File: config.mk
export PLATFORM = sky130hd
export DESIGN_NAME = b12_auto_player_flat
export DESIGN_NICKNAME = d
export VERILOG_FILES = /design/src/rtl/b12_auto_player_if.sv /design/src/rtl/b12_auto_player.sv /design/src/flat_wrapper.sv
export SDC_FILE = /design/constraint.sdc
export NUM_CORES = 1
export LEC_CHECK = 0
export CELL_PAD_IN_SITES_DETAIL_PLACEMENT = 0
export CELL_PAD_IN_SITES_GLOBAL_PLACEMENT = 1
export CORE_MARGIN = 5
export CORE_UTILIZATION = 40
export CTS_CLUSTER_SIZE = 40
export DETAILED_ROUTE_END_ITERATION = 8
export HOLD_SLACK_MARGIN = 0.02
export PLACE_DENSITY = 0.76
export RECOVER_POWER = 100
export SKIP_CTS_REPAIR_TIMING = 1
export SKIP_LAST_GASP = 1
export SYNTH_ARGS = -nofsm -noshare
export SYNTH_HDL_FRONTEND = slang
export SYNTH_SLANG_ARGS = --single-unit
File: constraint.sdc
create_clock -name clock -period 5.25 [get_ports clock]
set_input_delay 1.575 -clock clock [delete_from_list [all_inputs] [get_ports clock]]
set_output_delay 1.575 -clock clock [all_outputs]
set_load 0.005 [all_outputs]
File: src/rtl/b12_auto_player_if.sv
// Speaker/key link between the b12 game and its automated opponent.
// master: the auto player (drives start/k, listens to speaker/nl/nloss).
// slave:  the b12 game side.
interface b12_auto_player_if;
   logic       speaker;
   logic [3:0] nl;
   logic       nloss;
   logic       start;
   logic [3:0] k;

   modport master (
      input  speaker,
      input  nl,
      input  nloss,
      output start,
      output k
   );

   modport slave (
      output speaker,
      output nl,
      output nloss,
      input  start,
      input  k
   );
endinterface

File: src/rtl/b12_auto_player.sv
// b12_auto_player: automated opponent for the b12 memory game.
// Decodes tones from the speaker half-period, records the played sequence
// and replays it as one-hot key presses.
// Optional feature macro: B12_AUTO_PLAYER_NL_CHECK_EN adds the sticky nl_err
// output that flags a light pattern not matching the declared tone.
module b12_auto_player #(
   parameter int MATCH_CNT   = 3,
   parameter int GAP_CYC     = 32,
   parameter int PRESS_CYC   = 8,
   parameter int RELEASE_CYC = 8,
   parameter int MAX_SEQ     = 32
) (
   input  logic              clock,
   input  logic              reset,
   input  logic              enable,
   b12_auto_player_if.master gif,
   output logic              tone_valid,
   output logic [2:0]        tone_id,
   output logic [4:0]        seq_len,
   output logic              won,
   output logic              lost,
   output logic              busy
`ifdef B12_AUTO_PLAYER_NL_CHECK_EN
   ,
   output logic              nl_err
`endif
);

   localparam int PTR_W = $clog2(MAX_SEQ);

   localparam logic [2:0] S_IDLE    = 3'd0;
   localparam logic [2:0] S_START   = 3'd1;
   localparam logic [2:0] S_LISTEN  = 3'd2;
   localparam logic [2:0] S_PRESS   = 3'd3;
   localparam logic [2:0] S_RELEASE = 3'd4;

   localparam logic [2:0] TONE_WIN  = 3'd4;
   localparam logic [2:0] TONE_LOSS = 3'd5;

   localparam logic [PTR_W:0]   P_ONE = {{PTR_W{1'b0}}, 1'b1};
   localparam logic [PTR_W-1:0] R_ONE = {{(PTR_W-1){1'b0}}, 1'b1};

   // Recorded-length saturation: the 5-bit length port tops out at 31.
   function automatic logic [4:0] sat_len(input logic [PTR_W:0] n);
      if (int'(n) > 31) return 5'd31;
      return 5'(n);
   endfunction

   // edge detector / half-period counter
   logic             spk_q;
   logic             spk_edge;
   logic [5:0]       hp_cnt_q, hp_cnt_d;

   // half-period decoder and match tracking
   logic             dec_hit;
   logic [2:0]       dec_id;
   logic [3:0]       mcnt_q, mcnt_d;
   logic [2:0]       last_id_q, last_id_d;
   logic             armed_q, armed_d;
   logic             declare;
   logic             tone_valid_q, tone_valid_d;
   logic [2:0]       tone_id_q, tone_id_d;

   // control FSM
   logic             nloss_q;
   logic             nloss_fall;
   logic [2:0]       state_q, state_d;
   logic [PTR_W:0]   wr_ptr_q, wr_ptr_d;
   logic [PTR_W-1:0] rd_ptr_q, rd_ptr_d;
   logic [PTR_W:0]   rd_nxt;
   logic [7:0]       cyc_q, cyc_d;
   logic [4:0]       seq_len_q, seq_len_d;
   logic             won_q, won_d;
   logic             lost_q, lost_d;
   logic             mem_we;
   logic [1:0]       mem_q [MAX_SEQ];

`ifdef B12_AUTO_PLAYER_NL_CHECK_EN
   logic             nl_err_q, nl_err_d;
`else
   logic             nl_unused;
   assign nl_unused = ^gif.nl;
`endif

   assign spk_edge   = (gif.speaker != spk_q);
   assign nloss_fall = nloss_q & ~gif.nloss;
   assign rd_nxt     = {1'b0, rd_ptr_q} + P_ONE;

   // Map the half-period measured at an edge onto a tone id.
   always_comb begin
      dec_hit = 1'b1;
      dec_id  = 3'd0;
      case (hp_cnt_q)
         6'd4:    dec_id = 3'd0;
         6'd5:    dec_id = 3'd1;
         6'd6:    dec_id = 3'd2;
         6'd7:    dec_id = 3'd3;
         6'd8:    dec_id = TONE_WIN;
         6'd3:    dec_id = TONE_LOSS;
         default: dec_hit = 1'b0;
      endcase
   end

   // Count consecutive matching edges and declare a tone once per burst.
   always_comb begin
      hp_cnt_d     = (hp_cnt_q == 6'd63) ? hp_cnt_q : hp_cnt_q + 6'd1;
      mcnt_d       = mcnt_q;
      last_id_d    = last_id_q;
      armed_d      = armed_q;
      declare      = 1'b0;
      tone_id_d    = tone_id_q;
`ifdef B12_AUTO_PLAYER_NL_CHECK_EN
      nl_err_d     = nl_err_q;
`endif
      if (spk_edge) begin
         hp_cnt_d = 6'd1;
         if (!dec_hit) begin
            mcnt_d = 4'd0;
         end else if (mcnt_q != 4'd0 && dec_id == last_id_q) begin
            if (int'(mcnt_q) < MATCH_CNT) mcnt_d = mcnt_q + 4'd1;
         end else begin
            // a different id starts a new tone, so it may be declared again
            if (dec_id != last_id_q) armed_d = 1'b1;
            mcnt_d    = 4'd1;
            last_id_d = dec_id;
         end
         if (dec_hit && armed_d && int'(mcnt_d) == MATCH_CNT) begin
            declare   = 1'b1;
            armed_d   = 1'b0;
            tone_id_d = dec_id;
`ifdef B12_AUTO_PLAYER_NL_CHECK_EN
            if (!dec_id[2] && gif.nl != (4'b0001 << dec_id[1:0])) nl_err_d = 1'b1;
`endif
         end
      end else if (int'(hp_cnt_q) >= GAP_CYC) begin
         // a silent speaker ends the burst
         armed_d = 1'b1;
         mcnt_d  = 4'd0;
      end
      tone_valid_d = declare;
   end

   // Game-play sequencing: start, listen/record, replay, abort on win/loss.
   always_comb begin
      state_d   = state_q;
      wr_ptr_d  = wr_ptr_q;
      rd_ptr_d  = rd_ptr_q;
      cyc_d     = cyc_q;
      seq_len_d = seq_len_q;
      won_d     = won_q;
      lost_d    = lost_q;
      mem_we    = 1'b0;
      case (state_q)
         S_IDLE: begin
            if (enable) state_d = S_START;
         end
         S_START: begin
            wr_ptr_d  = '0;
            seq_len_d = '0;
            won_d     = 1'b0;
            lost_d    = 1'b0;
            state_d   = S_LISTEN;
         end
         S_LISTEN: begin
            if (tone_valid_q) begin
               if (tone_id_q == TONE_WIN) begin
                  won_d   = 1'b1;
                  state_d = S_IDLE;
               end else if (tone_id_q == TONE_LOSS) begin
                  lost_d  = 1'b1;
                  state_d = S_IDLE;
               end else if (int'(wr_ptr_q) < MAX_SEQ) begin
                  // a full memory silently drops further tones
                  mem_we    = 1'b1;
                  wr_ptr_d  = wr_ptr_q + P_ONE;
                  seq_len_d = sat_len(wr_ptr_q + P_ONE);
               end
            end else if (wr_ptr_q != '0 && int'(hp_cnt_q) >= GAP_CYC) begin
               rd_ptr_d = '0;
               cyc_d    = '0;
               state_d  = S_PRESS;
            end
         end
         S_PRESS: begin
            if (int'(cyc_q) == PRESS_CYC - 1) begin
               cyc_d   = '0;
               state_d = S_RELEASE;
            end else begin
               cyc_d = cyc_q + 8'd1;
            end
         end
         S_RELEASE: begin
            if (int'(cyc_q) == RELEASE_CYC - 1) begin
               cyc_d    = '0;
               rd_ptr_d = rd_ptr_q + R_ONE;
               if (rd_nxt == wr_ptr_q) begin
                  wr_ptr_d = '0;
                  state_d  = S_LISTEN;
               end else begin
                  state_d = S_PRESS;
               end
            end else begin
               cyc_d = cyc_q + 8'd1;
            end
         end
         default: state_d = S_IDLE;
      endcase
      // win/loss tones still end the game while replaying
      if ((state_q == S_PRESS || state_q == S_RELEASE) && tone_valid_q) begin
         if (tone_id_q == TONE_WIN) begin
            won_d   = 1'b1;
            state_d = S_IDLE;
         end else if (tone_id_q == TONE_LOSS) begin
            lost_d  = 1'b1;
            state_d = S_IDLE;
         end
      end
      if (state_q != S_IDLE && nloss_fall) begin
         lost_d  = 1'b1;
         state_d = S_IDLE;
      end
   end

   // State registers for the detector and the FSM.
   always_ff @(posedge clock or posedge reset) begin
      if (reset) begin
         spk_q        <= 1'b0;
         hp_cnt_q     <= '0;
         mcnt_q       <= '0;
         last_id_q    <= '0;
         armed_q      <= 1'b1;
         tone_valid_q <= 1'b0;
         tone_id_q    <= '0;
         nloss_q      <= 1'b0;
         state_q      <= S_IDLE;
         wr_ptr_q     <= '0;
         rd_ptr_q     <= '0;
         cyc_q        <= '0;
         seq_len_q    <= '0;
         won_q        <= 1'b0;
         lost_q       <= 1'b0;
`ifdef B12_AUTO_PLAYER_NL_CHECK_EN
         nl_err_q     <= 1'b0;
`endif
      end else begin
         spk_q        <= gif.speaker;
         hp_cnt_q     <= hp_cnt_d;
         mcnt_q       <= mcnt_d;
         last_id_q    <= last_id_d;
         armed_q      <= armed_d;
         tone_valid_q <= tone_valid_d;
         tone_id_q    <= tone_id_d;
         nloss_q      <= gif.nloss;
         state_q      <= state_d;
         wr_ptr_q     <= wr_ptr_d;
         rd_ptr_q     <= rd_ptr_d;
         cyc_q        <= cyc_d;
         seq_len_q    <= seq_len_d;
         won_q        <= won_d;
         lost_q       <= lost_d;
`ifdef B12_AUTO_PLAYER_NL_CHECK_EN
         nl_err_q     <= nl_err_d;
`endif
      end
   end

   // Sequence memory; contents need no reset because wr_ptr gates reads.
   always_ff @(posedge clock) begin
      if (mem_we) mem_q[wr_ptr_q[PTR_W-1:0]] <= tone_id_q[1:0];
   end

   assign gif.start  = (state_q == S_START);
   assign gif.k      = (state_q == S_PRESS) ? (4'b0001 << mem_q[rd_ptr_q]) : 4'b0000;
   assign tone_valid = tone_valid_q;
   assign tone_id    = tone_id_q;
   assign seq_len    = seq_len_q;
   assign won        = won_q;
   assign lost       = lost_q;
   assign busy       = (state_q != S_IDLE);
`ifdef B12_AUTO_PLAYER_NL_CHECK_EN
   assign nl_err     = nl_err_q;
`endif

endmodule
File: src/flat_wrapper.sv
// flat-port wrapper written by rule: the top's interface ports become plain ports
module b12_auto_player_flat 
#(
   parameter int MATCH_CNT   = 3,
   parameter int GAP_CYC     = 32,
   parameter int PRESS_CYC   = 8,
   parameter int RELEASE_CYC = 8,
   parameter int MAX_SEQ     = 32
)
  (clock, reset, enable, tone_valid, tone_id, seq_len, won, lost, busy, gif_speaker, gif_nl, gif_nloss, gif_start, gif_k);
  b12_auto_player_if gif_i ();
  input  logic clock;
  input  logic reset;
  input  logic enable;
  output logic tone_valid;
  output logic [2:0] tone_id;
  output logic [4:0] seq_len;
  output logic won;
  output logic lost;
  output logic busy;
  input wire logic [$bits(gif_i.speaker)-1:0] gif_speaker;
  input wire logic [$bits(gif_i.nl)-1:0] gif_nl;
  input wire logic [$bits(gif_i.nloss)-1:0] gif_nloss;
  output wire logic [$bits(gif_i.start)-1:0] gif_start;
  output wire logic [$bits(gif_i.k)-1:0] gif_k;
  assign gif_i.speaker = gif_speaker;
  assign gif_i.nl = gif_nl;
  assign gif_i.nloss = gif_nloss;
  assign gif_start = gif_i.start;
  assign gif_k = gif_i.k;
  b12_auto_player #(.MATCH_CNT(MATCH_CNT), .GAP_CYC(GAP_CYC), .PRESS_CYC(PRESS_CYC), .RELEASE_CYC(RELEASE_CYC), .MAX_SEQ(MAX_SEQ)) u_core (.clock(clock), .reset(reset), .enable(enable), .gif(gif_i), .tone_valid(tone_valid), .tone_id(tone_id), .seq_len(seq_len), .won(won), .lost(lost), .busy(busy));
endmodule
==> impl.org, run 1 <==
** Status
- Result of the run :: finished, violations left
- The final reports fail on max-capacitance violations, max-slew violations.

** Timing
- Setup-failing EPs final :: 0
- Between clock sinks in the finished design, the worst skew comes to roughly 7.1 ps.
- Max-slew headroom :: -0.289
- Setup total negative slack on the finished layout was measured at 0 ps.
- Final hold vios :: 0
- Setup repair after global routing left no endpoint under its margin.
- Dividing the final minimum period by the clock period gives 0.884.
- Final worst path period need :: between 4000 and 5000 ps
- Derived from the worst setup path, the maximum achievable clock frequency is ~220 MHz.
- The number of pins exceeding their max-slew limit in the final report is 50.
- Slew at the pin closest to its max-slew limit :: 1930 ps

** Yosys
- Most area-consuming cells after synthesis :: sky130_fd_sc_hd__edfxtp_1, sky130_fd_sc_hd__dfrtp_1, sky130_fd_sc_hd__mux2i_1
- The largest total area in the synthesized netlist belongs to sky130_fd_sc_hd__edfxtp_1.
- Yosys mapped a number of flops with a built-in enable equal to 64.
- In the post-synthesis netlist, the cell with the most instances is sky130_fd_sc_hd__edfxtp_1.
- Async set-or-reset flop fraction in the synthesized netlist :: 0.434
- In the synthesized netlist the dominant register cell turns out to be sky130_fd_sc_hd__edfxtp_1.
- In the synthesized netlist, the number of instances is about 500.
- Syn_area_per_cell :: about 11 um^2
- Top cell type's share of synthesized area :: 0.331
- Post-synthesis sequential element count :: ~110
- Top cells by instance count after synthesis :: sky130_fd_sc_hd__edfxtp_1, sky130_fd_sc_hd__nor2_1, sky130_fd_sc_hd__dfrtp_1, sky130_fd_sc_hd__nand2_1, sky130_fd_sc_hd__mux2i_1
- Warnings from Yosys :: 0
- After synthesis the cells add up to roughly 5800 um^2.
- For this run, the register share of the synthesized area comes to 0.543.
- Number of nets in the synthesized netlist :: 526
- The number of different library cells used by synthesis comes to 66.

** Min path
- Hold Crit Class :: register to register

** Pwr
- Worst-case vdd ir drop :: between 0.2 and 0.25 mV
- The analysis attributes to cell leakage a power of 2.51 nW.
- Power per cell area :: 390 nW/um^2

** Floorplan
- Horizontal die dimension :: ~130 um
- The die covers roughly 17000 um^2.
- Site Rows :: 44
- Die Y :: ~130 um
- The region available for standard cell placement spans 14400 um^2.
- Initial cell density of the core :: 0.404
- Num ports :: 26

** Cells and area
- Filler cell count :: 1299
- Fraction of final layout cells sized beyond drive strength 1 :: 0.117
- The multi-input combinational cells in the finished layout cover a total of about 2500 um^2.
- Post-layout net count :: about 550
- Synth-to-Final Area Change :: 16.5%
- Once layout is complete, the utilization of the core stands at 0.471.
- The sequential cells in the finished layout cover a total of ~3100 um^2.
- Final instance area :: about 6800 um^2
- Antenna Cells :: 0

** Worst setup path
- Cell-by-cell trace of the critical path :: clkbuf_1, mux2i_1, a21oi_1, nand3_1, nand4_1, nor3_1, dlygate4sd3_1
- Largest stage delay, worst path :: 960 ps
- Data on the critical path is required at its endpoint by 3680 ps.
- Element type at the critical path start :: register
- Critical path class :: register to output pin
- Among all stages on the critical path, the largest delay is contributed by sky130_fd_sc_hd__dfrtp_1.
- Crit end category :: output pin
- Of all nets on the critical path, the largest fanout is 17.
- STA puts the critical path data arrival time at around 3000 ps.

** Routing
- Before antenna repair, the detailed router went through 4 iterations.
- The count of nets left with antenna violations once routing finished came out at 0.
- The routed design uses approximately 530 um of met3 wire.
- Wire length on met1 :: 5.87 mm
- In the routed design, unresolved DRC markers number 0.
- Met2 wire length :: roughly 6.2 mm
- Vias after detailed routing :: slightly above 4000
- Via density per instance :: approximately 5.6
- Count of routing violations after the opening detailed-route iteration :: about 240
- Summed over all layers, the routed wires come to around 13 mm.
- After detailed routing, no signal wire sits above met4.
- In the final routed layout, each cell accounts on average for 17.8 um.

** GRT
- Via count of the first global-routing pass :: roughly 4000
- The first global-routing pass estimated roughly 21 mm of wire.
- For this run, the total global-route usage over all layers was measured as 0.161.
- The initial antenna violation count is 0.
- Total overflow reported by the global router :: 0
- Entering global routing, the biggest net connects 50 pins.

** Clock tree
- In this run the clock root is driven by a sky130_fd_sc_hd__clkbuf_16.
- Insertion delay of the later-clocked pin in the worst-skew pair :: 410 ps
- Clk sinks :: 113
- Counting the buffers created by CTS gives 17.
- Clock slew at the register clock pins of the worst setup and hold paths :: roughly 60 ps
- The H-tree was split into 4 levels.
- TritonCTS built the clock tree.
- Max clock buf depth :: 2

** Placement
- Post-DP HPWL :: between 8 and 9 mm
- Area of placed instances :: about 6200 um^2
- Number of buffers added on ports :: 21
- The congestion estimate from routability-driven global placement came to around 0.85.

** Flow run
- Across the run, the number of max-cap violations was 1.
## metrics by stage
| step | hold slack, ps | std cells | total power [W] | setup slack [ps] |
|---|---|---|---|---|
| 3_5_place_dp | 499 | 692 | 0.00149 | 1100 |
| 3_3_place_gp | 481 | 692 | 0.00148 | 1190 |
| 5_1_grt | 524 | 724 | 0.00276 | 423 |
| 6_report | 496 | 724 | 0.00264 | 607 |
| 4_1_cts | 512 | 724 | 0.00269 | 637 |
| 2_1_floorplan | 466 | 505 | 0.00136 | 1850 |
## worst max-delay path: cells and delay by family, from the launching register on
kind / cells / cell delay, ps
DFF: 1 / 960
AOI/OAI and AO/OA: 1 / 90
and+or+nand+nor: 3 / 480
buffers and inverters: 2 / 870
muxes: 1 / 260
## cell usage in the layout, fill, tap and decap left out, drive strengths merged, types with 6 or more instances in the layout
cell         instances
mux2                11
xnor2               12
nor2                56
clkbuf              25
dfrtp               48
a21oi               20
edfxtp              64
nand3               17
mux4                 8
o31ai                6
nand2               40
nor3                15
o21ai               22
nand2b               8
mux2i               26
a31oi               10
ha                  12
a22oi                7
xor2                 7
inv                 16
nor2b                7
dlygate4sd3         19
clkinv               6
## report_power, final
part	internal [W]	leakage (nW)	switching [W]
sequential	0.00100	1.28	0.0000684
clock	0.000783	0.307	0.000404
combinational	0.000161	0.917	0.000218
## layer usage
metal	global-route usage	vias up
met4	0.0678	0
met5	0	-
met2	0.254	105
met1	0.216	1989
met3	0.0366	21
li1	-	1906
## path summary, 6_finish.rpt
path	from	endpoint	cells past startpoint	slack, ps
setup / recovery	u_core.rd_ptr_q[1]$_DFFE_PP0P_	gif_k[1]	7	610
hold / removal	u_core.lost$_DFF_PP0_	u_core.lost$_DFF_PP0_	1	500
setup reg to reg	u_core.tone_id[1]$_DFFE_PP0P_	u_core.mem_q[0][1]$_DFFE_PP_	5	1800
hold reg to reg	u_core.lost$_DFF_PP0_	u_core.lost$_DFF_PP0_	1	500
max in group asynchronous	reset	u_core.tone_id[0]$_DFFE_PP0P_	2	1880
min in group asynchronous	reset	u_core.mcnt_q[0]$_DFFE_PP0P_	2	2230
## sequential cells by signal, indices dropped and copies added (netlist names), 3 cells and up
register,flops
u_core.last_id_q,3
u_core.seq_len,5
u_core.state_q,3
u_core.rd_ptr_q,5
u_core.tone_id,3
u_core.mcnt_q,4
u_core.wr_ptr_q,6
u_core.hp_cnt_q,6
u_core.cyc_q,8
u_core.mem_q,64
## kinds of logic after synthesis
family	synth area share
simple gates	0.174
buf+inv	0.0285
mux	0.0992
fa+ha+maj	0.0259
xor+xnor	0.0328
compound gates	0.0974
flops	0.543
## final cells by class
class,count,area share
well taps,184,0.0340
multi-input cells,353,0.363
inverters,15,0.00832
clock buffers,22,0.0749
repair buffers,27,0.0361
clock inverters,10,0.0179
flip-flops and latches,113,0.466
Note: power is estimated with default switching activity, not from simulation.
==> inputs of run 2 (changes only) <==
- PLACE_DENSITY: 0.76 -> 0.77
==> impl.org, run 2 (synthesis gave the netlist of run 1 again) <==
** Placement
- In this run the tool buffered the top-level ports with 21 buffer cells.
- Placer's final routability congestion estimate :: 0.815
- Post-DP HPWL :: 8.72 mm
- OpenSTA, run right after detailed placement, puts the worst setup slack at 1050 ps.
- Summing all placed instances gives a cell area of just over 6000 um^2.

** Cells and area
- Antenna Cells :: 0
- Fraction of final layout cells sized beyond drive strength 1 :: 0.115
- In the final layout, flip-flops and latches occupy 3150 um^2.
- Filler cell count :: about 1300
- The library cell used most frequently in the layout, excluding fill and tap cells, is sky130_fd_sc_hd__edfxtp_1.
- In the final design database the tool counted roughly 550 nets.
- After routing the design area is about 6800 um^2.
- The register with the most flip-flops in the layout has between 60 and 70 of them.
- Area of the multi-input gates :: 2460 um^2
- Compared with the post-synthesis result, the final layout area differs by 16.4%.
- The library cells used most frequently in the layout, excluding fill and tap cells, are sky130_fd_sc_hd__edfxtp_1, sky130_fd_sc_hd__nor2_1, sky130_fd_sc_hd__dfrtp_1.

** Worst setup path
- Start of the worst register-to-register path :: u_core.tone_id[1]$_DFFE_PP0P_
- Critical path class :: register to output pin
- Critical Path RT :: about 3700 ps
- STA puts the critical path data arrival time at approximately 3100 ps.
- Startpoint of the most critical setup path :: u_core.rd_ptr_q[0]$_DFFE_PP0P_
- The worst setup path is captured at an output pin.
- Worst Path Max Fanout :: 10
- Element type at the critical path start :: register

** Clock tree
- The clock net in this run drives a total of roughly 110 sinks.
- Insertion delay of the later-clocked pin in the worst-skew pair :: between 400 and 500 ps
- TritonCTS built the clock tree.
- Root Buffer Master :: sky130_fd_sc_hd__clkbuf_16
- Clock-pin slew was measured on the worst setup and hold paths at 60 ps.
- Inserted Clock Buffers :: 17
- The H-tree was split into 4 levels.
- In this run the deepest clock path goes through 2 buffers.

** Floorplan
- Pin placement for this block handled 26 I/O pins.
- In this run the vertical extent of the chip is between 100 and 150 um.
- Placeable core region :: ~14000 um^2
- For this configuration, the core starts out at a cell density of 0.404.
- DIE AREA :: between 15000 and 20000 um^2
- Horizontal die dimension :: 130 um
- After floorplanning, the core was divided into 44 placement rows.

** Status
- The final reports fail on max-capacitance violations, max-slew violations.
- Result of the run :: finished, violations left

** Timing
- Slew at the pin closest to its max-slew limit :: approximately 1900 ps
- Dividing the final minimum period by the clock period gives 0.894.
- Worst path setup slack after routing :: about 560 ps
- After routing, the total negative slack on setup checks comes to 0 ps.
- The smallest clock period supported by the final layout is computed as around 4700 ps.
- Derived from the worst setup path, the maximum achievable clock frequency is 213 MHz.
- Max-slew headroom :: -0.283
- Setup violations remaining at the end of the flow were counted as 0.
- Across all hold checks on the routed design, the worst slack comes to 495 ps.
- Setup repair after global routing left no endpoint under its margin.
- Pins Over Slew Limit :: 86
- Final Skew :: roughly 10 ps
- The total count of hold-check failures in the final report is 0.

** Pwr
- The share of total power dissipated in the clock network is 0.450.
- Switching portion of total power :: 0.266
- Switch Pwr :: 0.000704 W
- Dividing total power by cell area gives a power density of about 390 nW/um^2.
- The share of total power dissipated in sequential elements is 0.406.
- Leak Pwr :: roughly 2.5 nW
- Worst-case vdd ir drop :: roughly 0.27 mV
- The design draws around 0.0026 W.
- Of the total power, combinational logic draws 0.144.
- The internal portion of the total power is approximately 0.002 W.

** GRT
- Overall Global Routing Usage :: 0.162
- Largest net degree at the start of global routing :: 50
- Via count of the first global-routing pass :: between 3000 and 4000
- Antenna violations before repair :: 0
- First-pass GRT wire length :: between 20 and 25 mm
- Summed over all layers, the global routing overflow is 0.

** Routing
- Count of routing violations after the opening detailed-route iteration :: 387
- Detailed Route WL :: 12.9 mm
- The first detailed-routing pass took 5 iterations.
- In the routed layout, each cell is associated on average with a via count of 5.63.
- Remaining antenna violation count after routing :: 0
- DRC violations left :: 0
- Vias after detailed routing :: between 4000 and 5000
- Final routed wire length divided by cell count :: between 15 and 20 um

** Min path
- Hold Crit Class :: register to register
- Worst Min Path Start :: u_core.last_id_q[0]$_DFFE_PP0P_

** Flow run
- Max Cap Violations :: 2
==> run 2: cell types whose count changed in the layout (fill, tap and decap cells not counted), sizes merged <==
cell	previous run	this run
inv	16	18
buf	3	2
clkinvlp	1	2
bufinv	2	1
clkinv	6	3
==> run 2: critical path: stages, from the launching register on <==
cell                            delay, ps
sky130_fd_sc_hd__dfrtp_1              660
sky130_fd_sc_hd__buf_4                280
sky130_fd_sc_hd__mux4_2               520
sky130_fd_sc_hd__mux2i_1              130
sky130_fd_sc_hd__mux2_2               180
sky130_fd_sc_hd__mux2i_1               90
sky130_fd_sc_hd__nor3_1               220
sky130_fd_sc_hd__dlygate4sd3_1        610
==> run 2: metrics by stage <==
step / instances / utilization
after floorplan: 505 / -
after global placement: 690 / 0.429
after detailed placement: 690 / 0.429
after CTS: 722 / 0.473
after global routing: 722 / 0.470
final: 722 / 0.470
==> run 2: power groups by stage <==
stage	Sequential, W	Combinational, W	Clock [W]
finish	0.00107	0.000382	0.00119
floorplan	0.00107	0.000294	0
global placement	0.00109	0.000398	0
global route	0.00108	0.000425	0.00126
CTS	0.00107	0.000408	0.00121
detailed placement	0.00109	0.000406	0
==> run 2: layout make-up <==
type	instances	share of cell area
timing repair buffer	25	0.0345
clock buffer	23	0.0804
multi-input combinational	353	0.364
sequential	113	0.466
tap	184	0.0341
inverter	15	0.00834
clock inverter	9	0.0128
==> run 2: final timing paths <==
path / end / slack, ps / cells past startpoint
min in group asynchronous: u_core.hp_cnt_q[3]$_DFFE_PP0P_ / 2230 / 2
worst min-delay path: u_core.last_id_q[0]$_DFFE_PP0P_ / 490 / 2
worst min register to register: u_core.last_id_q[0]$_DFFE_PP0P_ / 490 / 2
worst max register to register: u_core.mem_q[16][1]$_DFFE_PP_ / 1710 / 5
max in group asynchronous: u_core.wr_ptr_q[1]$_DFFE_PP0P_ / 1900 / 2
worst max-delay path: gif_k[2] / 560 / 7
==> run 2: layer usage <==
layer | GRT usage | routed length (um)
met5 | 0 | 0
met4 | 0.0557 | 209
met3 | 0.0390 | 769
met2 | 0.249 | 6140
met1 | 0.226 | 5760
==> inputs of run 3 (changes only) <==
- CORE_MARGIN: 5 -> 2
==> impl.org, run 3 (synthesis gave the netlist of run 1 again) <==
** Routing
- Final routed wire length divided by cell count :: between 15 and 20 um
- Before antenna repair, the detailed router went through 5 iterations.
- After the first detailed-routing iteration, the DRC count stood at ~340.
- Detailed Route WL :: approximately 13 mm
- Via density per instance :: 5.56
- Vias after detailed routing :: roughly 4000
- In this run the remaining antenna-violating nets after routing total 0.
- DRC violations left :: 0

** Worst setup path
- Worst reg2reg setup slack :: approximately 1700 ps
- The worst setup path is launched from a register.
- The worst setup path is captured at an output pin.
- For the worst setup path, the data required time is ~3700 ps.
- Worst Path Max Fanout :: 11
- Critical register-to-register path endpoint :: u_core.mem_q[24][0]$_DFFE_PP_
- The critical path is of the register to output pin type.
- Start of the worst register-to-register path :: u_core.tone_id[1]$_DFFE_PP0P_
- For the worst setup path, the data arrival time is around 3200 ps.
- Depth of the worst register-to-register path :: 5

** Timing
- The routed design could run at a clock period as short as 4740 ps.
- Final Skew :: 9.08 ps
- Final hold slack :: about 490 ps
- Unrepaired setup endpoints after global routing :: no
- Headroom to the max-slew limit came out at -0.301.
- Period utilisation layout :: 0.903
- Summed over all failing endpoints, the final setup total negative slack is 0 ps.
- The total count of hold-check failures in the final report was 0.
- Derived from the worst setup path, the maximum achievable clock frequency is about 210 MHz.
- Pins Over Slew Limit :: 86
- Setup violations remaining at the end of the flow were counted as 0.
- Slew at the pin closest to its max-slew limit :: between 1500 and 2000 ps
- Worst path setup slack after routing :: around 500 ps

** Min path
- Worst Min Path Start :: u_core.lost$_DFF_PP0_
- Worst hold path cell count :: 1
- The path with the worst hold slack has its endpoint at u_core.lost$_DFF_PP0_.
- Hold Crit Class :: register to register

** Floorplan
- Placeable core region :: 14400 um^2
- Die Y :: between 100 and 150 um
- Horizontal die dimension :: 124 um
- DIE AREA :: ~15000 um^2
- Pin placement for this block handled 26 I/O pins.
- Site Rows :: 44
- For this configuration, the core starts out at a cell density of 0.404.

** Cells and area
- Antenna Cells :: 0
- Number of flip-flops under the largest register name :: between 60 and 70
- Most frequent cells in the layout :: sky130_fd_sc_hd__edfxtp_1, sky130_fd_sc_hd__nor2_1, sky130_fd_sc_hd__dfrtp_1
- Measured on the finished design, the core utilization comes to 0.469.
- Of the cells placed in the final design, the portion with a size suffix greater than 1 is 0.115.
- Commonest non-fill, non-tap cell in the layout :: sky130_fd_sc_hd__edfxtp_1
- The finished cells cover 6730 um^2.
- Fill cells in the final layout number between 1000 and 1500.
- Synth-to-Final Area Change :: 16.0%
- Post-layout net count :: roughly 550

** Placement
- Number of buffers added on ports :: 21
- Area of placed instances :: approximately 6000 um^2
- Summed over all nets, the half-perimeter wirelength after detailed placement is 8.87 mm.
- At the end of routability-driven placement, the weighted congestion stood at roughly 0.84.
- Timing analysis after detailed placement gives a worst setup slack of between 900 and 1000 ps.

** Pwr
- Sequential share of power :: 0.413
- Across the VDD grid, the largest voltage drop is between 0.2 and 0.25 mV.
- For this design the static power due to leakage is 2.49 nW.
- Switch Pwr :: approximately 0.0007 W
- For this design the ratio of total power to cell area is just under 400 nW/um^2.
- Cell internal power was estimated by the tool at around 0.0019 W.
- The share of total power dissipated in combinational logic is 0.147.
- Clock group share of total power :: 0.440
- Switching portion of total power :: 0.269

** Clock tree
- The clock tree synthesis step divided the H-tree into 4 levels.
- Max clock buf depth :: 2
- Insertion delay of the later-clocked pin in the worst-skew pair :: ~410 ps
- Clock-pin slew was measured on the worst setup and hold paths at roughly 60 ps.
- CTS tree :: built
- Inserted Clock Buffers :: 17
- The tree built by TritonCTS fans out to roughly 110 sinks.
- The cell sitting at the root of the clock tree is a sky130_fd_sc_hd__clkbuf_16.

** GRT
- First-pass GRT wire length :: 21.6 mm
- The total overflow left after global routing is 0.
- Largest net degree at the start of global routing :: 50
- The number of global-route vias before repair is slightly above 4000.
- Overall Global Routing Usage :: 0.180
- Antenna violations before repair :: 0

** Flow run
- Max Cap Violations :: 2

** Status
- The flow ran to the end, but the final reports show violations.
- The final reports fail on max-capacitance violations, max-slew violations.
## run 3: power by group through the flow
stage          sequential (W)  clock (W)  combinational, W
2_1_floorplan         0.00107          0          0.000294
3_3_place_gp          0.00109          0          0.000394
3_5_place_dp          0.00109          0          0.000406
4_1_cts               0.00107    0.00116          0.000407
5_1_grt               0.00109    0.00121          0.000424
6_report              0.00107    0.00114          0.000382
## run 3: routing by layer
metal	track usage	routed length, um	vias to the layer above
li1	-	-	1913
met1	0.235	5940	1984
met2	0.288	6410	109
met3	0.0473	710	15
met4	0.0661	176	0
met5	0	0	-
## run 3: final cells by class
type / instances / area [um^2] / area share
inverters: 15 / 56.3 / 0.00836
clock inverters: 10 / 93.8 / 0.0139
clock buffers: 22 / 508 / 0.0754
multi-input cells: 353 / 2460 / 0.365
flip-flops and latches: 113 / 3150 / 0.468
well taps: 184 / 230 / 0.0342
repair buffers: 26 / 240 / 0.0357
## run 3: worst max-delay path by stage
stage                     slack (ps)        to                           start
after floorplan                 1850  gif_k[1]  u_core.rd_ptr_q[0]$_DFFE_PP0P_
after global placement          1010  gif_k[0]  u_core.rd_ptr_q[0]$_DFFE_PP0P_
after detailed placement         990  gif_k[2]  u_core.rd_ptr_q[0]$_DFFE_PP0P_
after CTS                        530  gif_k[2]  u_core.rd_ptr_q[0]$_DFFE_PP0P_
after global routing             320  gif_k[2]  u_core.rd_ptr_q[0]$_DFFE_PP0P_
final                            510  gif_k[2]  u_core.rd_ptr_q[0]$_DFFE_PP0P_
## run 3: metrics by stage
stage	std cells	total power, W
floorplan	505	0.00136
global placement	691	0.00148
detailed placement	691	0.00149
CTS	723	0.00264
global route	723	0.00272
finish	723	0.00260
## run 3: worst max-delay path, stage by stage, from the launching register on
cell and delay [ps]:
sky130_fd_sc_hd__dfrtp_1 670, sky130_fd_sc_hd__buf_4 280, sky130_fd_sc_hd__mux4_2 520, sky130_fd_sc_hd__mux2i_1 230, sky130_fd_sc_hd__mux2_2 210, sky130_fd_sc_hd__mux2i_1 90, sky130_fd_sc_hd__nor3_1 170, sky130_fd_sc_hd__dlygate4sd3_1 580
